`src/rtl/pa_dtcm_pkg.sv`:
```
// Shared constants and types for the DTCM SRAM controller: state encoding,
// requester ids and the read-response tag.
package pa_dtcm_pkg;

  localparam int PA_ADDR_WIDTH = 11;
  localparam int PA_DATA_WIDTH = 32;

  typedef enum logic {
    ST_INIT = 1'b0,
    ST_RUN  = 1'b1
  } state_t;

  localparam logic PORT_LSU = 1'b0;
  localparam logic PORT_BUS = 1'b1;

  typedef struct packed {
    logic valid;
    logic port;
  } rtag_t;

  // Active-low write-enable lane for one byte strobe.
  function automatic logic [7:0] lane_wen(input logic strb);
    return {8{~strb}};
  endfunction

endpackage

```
`src/rtl/pa_dtcm_sram_arb.sv`:
```
// Two-port fixed-priority arbiter with a starvation escape for the bus port.
// Grants are combinational; only the starvation counter is registered.
module pa_dtcm_sram_arb
  import pa_dtcm_pkg::*;
#(
  parameter int STARVE_MAX = 4
) (
  input  logic cpuclk,
  input  logic cpurst_b,
  input  logic run,
  input  logic lsu_req,
  input  logic bus_req,
  output logic lsu_gnt,
  output logic bus_gnt
);

  localparam int CNT_W = (STARVE_MAX < 1) ? 1 : $clog2(STARVE_MAX + 1);
  localparam logic [CNT_W-1:0] CNT_MAX = CNT_W'(STARVE_MAX);

  logic [CNT_W-1:0] starve_cnt_r;
  logic             starved_s;

  assign starved_s = (starve_cnt_r == CNT_MAX);

  // Same-cycle grant: LSU by default, bus when alone or when starved.
  always_comb begin
    lsu_gnt = 1'b0;
    bus_gnt = 1'b0;
    if (!run) begin
      lsu_gnt = 1'b0;
    end else if (bus_req && (!lsu_req || starved_s)) begin
      bus_gnt = 1'b1;
    end else if (lsu_req) begin
      lsu_gnt = 1'b1;
    end else begin
      lsu_gnt = 1'b0;
    end
  end

  // Count consecutive bus denials in RUN, saturating at STARVE_MAX.
  always_ff @(posedge cpuclk or negedge cpurst_b) begin
    if (!cpurst_b) begin
      starve_cnt_r <= '0;
    end else if (!run || !bus_req || bus_gnt) begin
      starve_cnt_r <= '0;
    end else if (!starved_s) begin
      starve_cnt_r <= starve_cnt_r + CNT_W'(1);
    end else begin
      starve_cnt_r <= starve_cnt_r;
    end
  end

endmodule

```
`src/rtl/pa_dtcm_sram_ctrl.sv`:
```
// DTCM SRAM controller: optional zero-sweep after reset, then one arbitrated
// access per cycle to the single-port macro with a tagged one-cycle read return.
module pa_dtcm_sram_ctrl
  import pa_dtcm_pkg::*;
#(
  parameter int ADDR_WIDTH = PA_ADDR_WIDTH,
  parameter int DATA_WIDTH = PA_DATA_WIDTH,
  parameter int STARVE_MAX = 4,
  parameter int INIT_EN    = 1
) (
  input  logic                    cpuclk,
  input  logic                    cpurst_b,
  input  logic                    lsu_req,
  input  logic                    lsu_wr,
  input  logic [ADDR_WIDTH-1:0]   lsu_addr,
  input  logic [DATA_WIDTH-1:0]   lsu_wdata,
  input  logic [DATA_WIDTH/8-1:0] lsu_bstrb,
  output logic                    lsu_gnt,
  output logic                    lsu_rvalid,
  input  logic                    bus_req,
  input  logic                    bus_wr,
  input  logic [ADDR_WIDTH-1:0]   bus_addr,
  input  logic [DATA_WIDTH-1:0]   bus_wdata,
  input  logic [DATA_WIDTH/8-1:0] bus_bstrb,
  output logic                    bus_gnt,
  output logic                    bus_rvalid,
  output logic [DATA_WIDTH-1:0]   rdata,
  output logic                    init_done,
  output logic [ADDR_WIDTH-1:0]   sram_a,
  output logic                    sram_cen,
  output logic                    sram_gwen,
  output logic [DATA_WIDTH-1:0]   sram_wen,
  output logic [DATA_WIDTH-1:0]   sram_d,
  input  logic [DATA_WIDTH-1:0]   sram_q
);

  localparam int BE_WIDTH = DATA_WIDTH / 8;
  localparam logic [ADDR_WIDTH-1:0] LAST_ADDR = '1;

  state_t                  state_r;
  logic [ADDR_WIDTH-1:0]   init_cnt_r;
  logic                    init_done_r;
  rtag_t                   rtag_r;

  logic                    run_s;
  logic                    sweep_s;
  logic                    sel_wr_s;
  logic [ADDR_WIDTH-1:0]   sel_addr_s;
  logic [DATA_WIDTH-1:0]   sel_wdata_s;
  logic [BE_WIDTH-1:0]     sel_bstrb_s;

  // Qualified by reset so the macro sees an idle interface while cpurst_b is low.
  assign run_s   = cpurst_b & (state_r == ST_RUN);
  assign sweep_s = cpurst_b & (state_r == ST_INIT);

  pa_dtcm_sram_arb #(
    .STARVE_MAX (STARVE_MAX)
  ) u_arb (
    .cpuclk   (cpuclk),
    .cpurst_b (cpurst_b),
    .run      (run_s),
    .lsu_req  (lsu_req),
    .bus_req  (bus_req),
    .lsu_gnt  (lsu_gnt),
    .bus_gnt  (bus_gnt)
  );

  // Payload of whichever port holds the grant.
  always_comb begin
    sel_wr_s    = 1'b0;
    sel_addr_s  = '0;
    sel_wdata_s = '0;
    sel_bstrb_s = '0;
    if (bus_gnt) begin
      sel_wr_s    = bus_wr;
      sel_addr_s  = bus_addr;
      sel_wdata_s = bus_wdata;
      sel_bstrb_s = bus_bstrb;
    end else if (lsu_gnt) begin
      sel_wr_s    = lsu_wr;
      sel_addr_s  = lsu_addr;
      sel_wdata_s = lsu_wdata;
      sel_bstrb_s = lsu_bstrb;
    end else begin
      sel_wr_s    = 1'b0;
    end
  end

  // Macro pin encoding; a zero-strobe write keeps GWEN low but masks every bit.
  always_comb begin
    sram_cen  = 1'b1;
    sram_gwen = 1'b1;
    sram_wen  = '1;
    sram_a    = '0;
    sram_d    = '0;
    if (sweep_s) begin
      sram_cen  = 1'b0;
      sram_gwen = 1'b0;
      sram_wen  = '0;
      sram_a    = init_cnt_r;
      sram_d    = '0;
    end else if (lsu_gnt || bus_gnt) begin
      sram_cen = 1'b0;
      sram_a   = sel_addr_s;
      sram_d   = sel_wdata_s;
      if (sel_wr_s) begin
        sram_gwen = 1'b0;
        for (int i = 0; i < BE_WIDTH; i++) begin
          sram_wen[8*i +: 8] = lane_wen(sel_bstrb_s[i]);
        end
      end else begin
        sram_gwen = 1'b1;
      end
    end else begin
      sram_cen = 1'b1;
    end
  end

  // Sweep FSM, init_done and the read-response tag.
  always_ff @(posedge cpuclk or negedge cpurst_b) begin
    if (!cpurst_b) begin
      state_r     <= (INIT_EN != 0) ? ST_INIT : ST_RUN;
      init_cnt_r  <= '0;
      init_done_r <= (INIT_EN != 0) ? 1'b0 : 1'b1;
      rtag_r      <= '0;
    end else begin
      rtag_r.valid <= (lsu_gnt & ~lsu_wr) | (bus_gnt & ~bus_wr);
      rtag_r.port  <= bus_gnt ? PORT_BUS : PORT_LSU;
      case (state_r)
        ST_INIT: begin
          if (init_cnt_r == LAST_ADDR) begin
            state_r     <= ST_RUN;
            init_done_r <= 1'b1;
          end else begin
            init_cnt_r  <= init_cnt_r + ADDR_WIDTH'(1);
          end
        end
        ST_RUN: begin
          init_done_r <= 1'b1;
        end
        default: begin
          state_r <= ST_RUN;
        end
      endcase
    end
  end

  assign init_done  = init_done_r;
  assign lsu_rvalid = rtag_r.valid & (rtag_r.port == PORT_LSU);
  assign bus_rvalid = rtag_r.valid & (rtag_r.port == PORT_BUS);
  assign rdata      = sram_q;

endmodule

```
`config.mk`:
```
export PLATFORM = sky130hd
export DESIGN_NAME = pa_dtcm_sram_ctrl
export DESIGN_NICKNAME = d
export VERILOG_FILES = /design/src/rtl/pa_dtcm_pkg.sv /design/src/rtl/pa_dtcm_sram_arb.sv /design/src/rtl/pa_dtcm_sram_ctrl.sv
export SDC_FILE = /design/constraint.sdc
export NUM_CORES = 1
export LEC_CHECK = 0
export CAP_MARGIN = 20
export CORE_AREA = 4 4 94 96
export CTS_CLUSTER_DIAMETER = 60
export DETAILED_ROUTE_END_ITERATION = 16
export DIE_AREA = 0 0 98 100
export PLACE_DENSITY = 0.77
export SYNTH_ARGS = -nofsm -noshare
export SYNTH_HDL_FRONTEND = slang
export SYNTH_SLANG_ARGS = --single-unit
```
`constraint.sdc`:
```
create_clock -name cpuclk -period 4.6 [get_ports cpuclk]
set_input_delay 0.92 -clock cpuclk [delete_from_list [all_inputs] [get_ports cpuclk]]
set_output_delay 0.92 -clock cpuclk [all_outputs]
set_load 0.005 [all_outputs]
```
== Yosys cells after proc, flatten, opt, wreduce, memory -nomap -nowiden ==
Index checks and enable logic that the tools add are counted.
W data, S select, Z words.

* Bits in registers: 18
* Latch bits: 0
* Memory bits (writable): 0
* Bits in read-only memories: 0
* Input bits: 132
* Output and inout port bits: 114
* Logic and storage cells: 69
* Memories: 0

* Add/sub/neg operators: 2
* Multiply operators: 0
* Divide/modulo/power cells: 0
* Order comparisons: 0
* Equality and inequality tests: 4
* Shifts and indexed selects: 0
* Multiplexer cells: 32
* Bitwise gates (word level): 16
* Reduce and logical (&&, ||, !) cells: 9

{| class="wikitable"
|+ Operators with widths
! operator !! count
|-
| $mux W32 || 7
|-
| $mux W11 || 4
|-
| $mux W1 || 16
|-
| $add A11 B1 Y11 const B || 1
|-
| $eq A11 B11 Y1 const B || 1
|-
| $not A1 Y1 || 9
|-
| $mux W4 || 2
|-
| $and A1 B1 Y1 || 6
|-
| $mux W3 || 2
|-
| $logic_or A1 B1 Y1 || 4
|-
| $add A3 B1 Y3 const B || 1
|-
| $eq A3 B3 Y1 const B || 1
|-
| $logic_not A1 Y1 || 3
|-
| $ne A2 B1 Y1 const B || 1
|-
| $ne A2 B2 Y1 const B || 1
|-
| $pmux W1 S2 || 1
|-
| $reduce_and A2 Y1 || 1
|-
| $logic_and A1 B1 Y1 || 1
|-
| $or A1 B1 Y1 || 1
|}

== Longest topological paths before layout ==
* Depth in word-level cells: 11
* Gate-level depth with buffers: 8
* Gate-level depth less buffers: 6

== By module ==
From an unflattened synthesis, not the netlist that was laid out.

* Cells, all modules: 265
* Area total of the unflattened synthesis: 2130.8 µm²

{| class="wikitable"
|+ Modules (own cells, without submodules)
! module !! instances !! cells an instance !! area each (µm²) !! seq. area each (µm²)
|-
| pa_dtcm_sram_ctrl || 1 || 247 || 1956.9 || 375.4
|-
| pa_dtcm_sram_arb || 1 || 18 || 173.9 || 75.1
|}

== Least setup slack after synthesis ==
OpenSTA, ideal clock, no wires.

* Path type: input to output
* From: in cpurst_b
* To: out sram_wen[10]
* Arrival time: 2.175 ns
* Data required time: 3.680 ns
* Slack: 1.505 ns
* Cell stages on the path: 4
* Path buffers: 2
* Path through: nor2b_2 -> clkbuf_1 -> o32ai_1 -> buf_4

* Cells in the longest elaborated chain, start to end: 8
* Elaborated cells between the ends (all ways): 13
* Those cells by class: mux (9); bitwise (3); reduce/logical (1)

{| class="wikitable"
|+ Ends and longest elaborated chain
! item !! RTL line !! text
|-
| start: declaration || pa_dtcm_sram_ctrl.sv:12 || <nowiki>input logic cpurst_b,</nowiki>
|-
| $and A1 B1 Y1 || pa_dtcm_sram_ctrl.sv:53 || <nowiki>assign run_s = cpurst_b & (state_r == ST_RUN);</nowiki>
|-
| $mux W1 || pa_dtcm_sram_arb.sv:29 || <nowiki>if (!run) begin</nowiki>
|-
| $mux W4 || pa_dtcm_sram_ctrl.sv:79 || <nowiki>end else if (lsu_gnt) begin</nowiki>
|-
| $mux W4 || pa_dtcm_sram_ctrl.sv:74 || <nowiki>if (bus_gnt) begin</nowiki>
|-
| $not A1 Y1 || pa_dtcm_pkg.sv:23 || <nowiki>return {8{~strb}};</nowiki>
|-
| $mux W32 || pa_dtcm_sram_ctrl.sv:106 || <nowiki>if (sel_wr_s) begin</nowiki>
|-
| $mux W32 || pa_dtcm_sram_ctrl.sv:102 || <nowiki>end else if (lsu_gnt || bus_gnt) begin</nowiki>
|-
| $mux W32 (*) || pa_dtcm_sram_ctrl.sv:96 || <nowiki>if (sweep_s) begin</nowiki>
|-
| end: declaration || pa_dtcm_sram_ctrl.sv:32 || <nowiki>output logic [DATA_WIDTH-1:0] sram_wen,</nowiki>
|}

Every way passes the cells marked *; elsewhere a longest branch is shown, timed or not.

== Final worst setup path ==
* From: in cpurst_b
* To: out sram_d[29]

* Cells in the longest elaborated chain, start to end: 6
* Elaborated cells between the ends (all ways): 9
* Those cells by class: mux (6); bitwise (2); reduce/logical (1)

{| class="wikitable"
|+ Ends and longest elaborated chain
! item !! RTL line !! text
|-
| $and A1 B1 Y1 || pa_dtcm_sram_ctrl.sv:53 ||
|-
| $mux W1 || pa_dtcm_sram_arb.sv:29 ||
|-
| $mux W32 || pa_dtcm_sram_ctrl.sv:79 ||
|-
| $mux W32 || pa_dtcm_sram_ctrl.sv:74 ||
|-
| $mux W32 || pa_dtcm_sram_ctrl.sv:102 ||
|-
| $mux W32 (*) || pa_dtcm_sram_ctrl.sv:96 ||
|-
| end: declaration || pa_dtcm_sram_ctrl.sv:33 || <nowiki>output logic [DATA_WIDTH-1:0] sram_d,</nowiki>
|}

Marks and branches as above.

==> run metrics <==
final hold slack 0.464 ns; Tot GR Track Use 0.145; RR Endpoint init_cnt_r[1]; share of cells above drive strength 1 0.0632; number of setup buffers added after CTS 0; number of clock sinks 18; max cap viols 0; vias in the first global route 2209; die height 100 um; unrepaired setup endpoints after global routing no; ANT cells 0; Post-DP Area 3520 um^2; Final Total Pwr 431 uW; CTS tree yes; CTS resizes 0; worst-skew pair later-pin latency 0.25 ns; Layout Utilization 0.444; EDFF count, synth 0; Starting Density 0.253; ANT nets after route 0; Hold Startpoint u_arb.starve_cnt_r[0]; asr flop ratio synth 1.00; Fillers 778; final setup vio count 0; DRC Markers 0; Critical Path Sink Type output port; Port Buffers 181; CTS Hold Buffers Added 0; final period demand of the worst path 4.02 ns; maximum clock frequency 249 MHz; design area 3580 um^2; Mapped Cells 228; standard-cell rows 33; RD Place Congestion 0.816; crit-path max FO 45; clock buffers created by TritonCTS 3; r2r startpoint init_cnt_r[0]; most frequent cells in the layout clkdlybuf4s50_1 (181), a22o_1 (32), dfrtp_1 (18); Top FF cell, synth dfrtp_1; total wire length 7900 um; Iteration-0 DRC Markers 51; Mapped Nets 363; status finished, final reports clean; syn_area_per_cell 8.93 um^2; clk slew on worst S/H paths 0.07 ns; Final Hold Vio Count 0; worst slew pin tran 0.511 ns; Worst Hold End u_arb.starve_cnt_r[0]; post-DP HPWL 6420 um; initial antenna violation count 0; total die area 9800 um^2; Routed wire per std cell 17.4 um; CP startpoint kind input pin; # IOs 246; register bit total from synthesis 18; root buffer cell clkbuf_8; Final period util 0.874; maximum clock path buffer count 2; Pre-antenna DRT Iters 4; Area Overhead vs Synth 75.7%; core box area 8050 um^2; CP required 3.68 ns; crit path kind input pin to output port; R2R setup slack 2.91 ns; largest net degree at the start of global routing 47; pwr/cell area 121 nW/um^2; Worst Path Arrival 3.10 ns; grt ovf 0; Peak VDD IR 0.118 mV; DR vias 2199; H-tree Lvls 1; post-synthesis sequential area ratio 0.221; Post-Route Setup TNS 0 ns; drt via density 4.85; Slew Limit Fails 0; Min-Delay Path Class flop to flop; Mapped Area 2040 um^2; first-pass GRT wire length 11900 um; Critical Path Source cpurst_b; commonest non-fill, non-tap cell in the layout clkdlybuf4s50_1; Worst Hold Depth 1; clock skew 0.00118 ns; Rel. slew slack 0.659; Synth Warn # 0; r2r worst-path depth 4; P_leak 1.37 nW; die extent in x 98 um; nets 484; library cells used by synthesis 43
==> flip-flops by register name (all words and copies together) (netlist names) <==
signal	flops
init_cnt_r	11
init_done	1
rtag_r	2
state_r	1
u_arb.starve_cnt_r	3
==> per-stage QoR <==
stage | cells | setup slack, ns
floorplan | 228 | 1.50
global placement | 449 | 0.616
detailed placement | 449 | 0.578
CTS | 453 | 0.564
global route | 453 | 0.451
finish | 453 | 0.581
==> routing by layer <==
layer,global-route usage,vias up,share of wire
met5,0,-,0
met2,0.256,128,0.50
met3,0.0403,4,0.091
met1,0.182,1030,0.41
li1,-,1037,-
met4,0.0160,0,0.00076
==> synth_stat cells, types with 4 or more instances <==
library cell   n  share of area
buf_2          5          0.012
o32ai_1        5          0.022
nand3_1        7          0.017
buf_4         64           0.24
and2_1        14          0.043
nand2_1        4         0.0074
nand4_1        4          0.012
a22o_1        32           0.14
nor3b_1        9          0.033
dfrtp_1       18           0.22
a221o_1       11          0.054
nor2_1         4         0.0074
inv_1          6          0.011
==> worst max-delay path, stage by stage <==
cell	delay, ns
clkdlybuf4s50_1	0.51
nand3_1	0.21
or2_4	0.34
inv_4	0.34
a22o_1	0.23
clkdlybuf4s50_1	0.52
==> report_power, final <==
group	switching [mW]	internal, mW
clock	0.0518	0.0760
combinational	0.0361	0.109
sequential	0	0.158
total	0.0879	0.343
==> cells by family (layout without fill, tap and decap cells) <==
kind of cell               count (synthesis)  after routing  synth area share
buffers and inverters                     80            200             0.277
AOI/OAI and AO/OA                         63             63             0.272
and+or+nand+nor                           58             58             0.181
DFF                                       18             18             0.221
adders and majority gates                  3              3            0.0184
xor gates and xnor gates                   3              3            0.0129
muxes                                      3              3            0.0166
==> how the worst max path moves through the flow <==
| stage | to | slack (ns) |
|---|---|---|
| after global placement | sram_d[29] | 0.62 |
| after floorplan | sram_wen[10] | 1.50 |
| after global routing | sram_d[27] | 0.45 |
| after CTS | sram_d[29] | 0.56 |
| final | sram_d[29] | 0.58 |
| after detailed placement | sram_a[4] | 0.58 |
==> area by class of cell <==
cell class | instances | area (um^2) | area share
clock buffers | 4 | 55.1 | 0.0154
inverters | 7 | 28.8 | 0.00805
multi-input cells | 130 | 1030 | 0.287
flip-flops and latches | 18 | 450 | 0.126
well taps | 105 | 131 | 0.0367
repair buffers | 189 | 1880 | 0.527
Power figures use the tool's default switching activity.
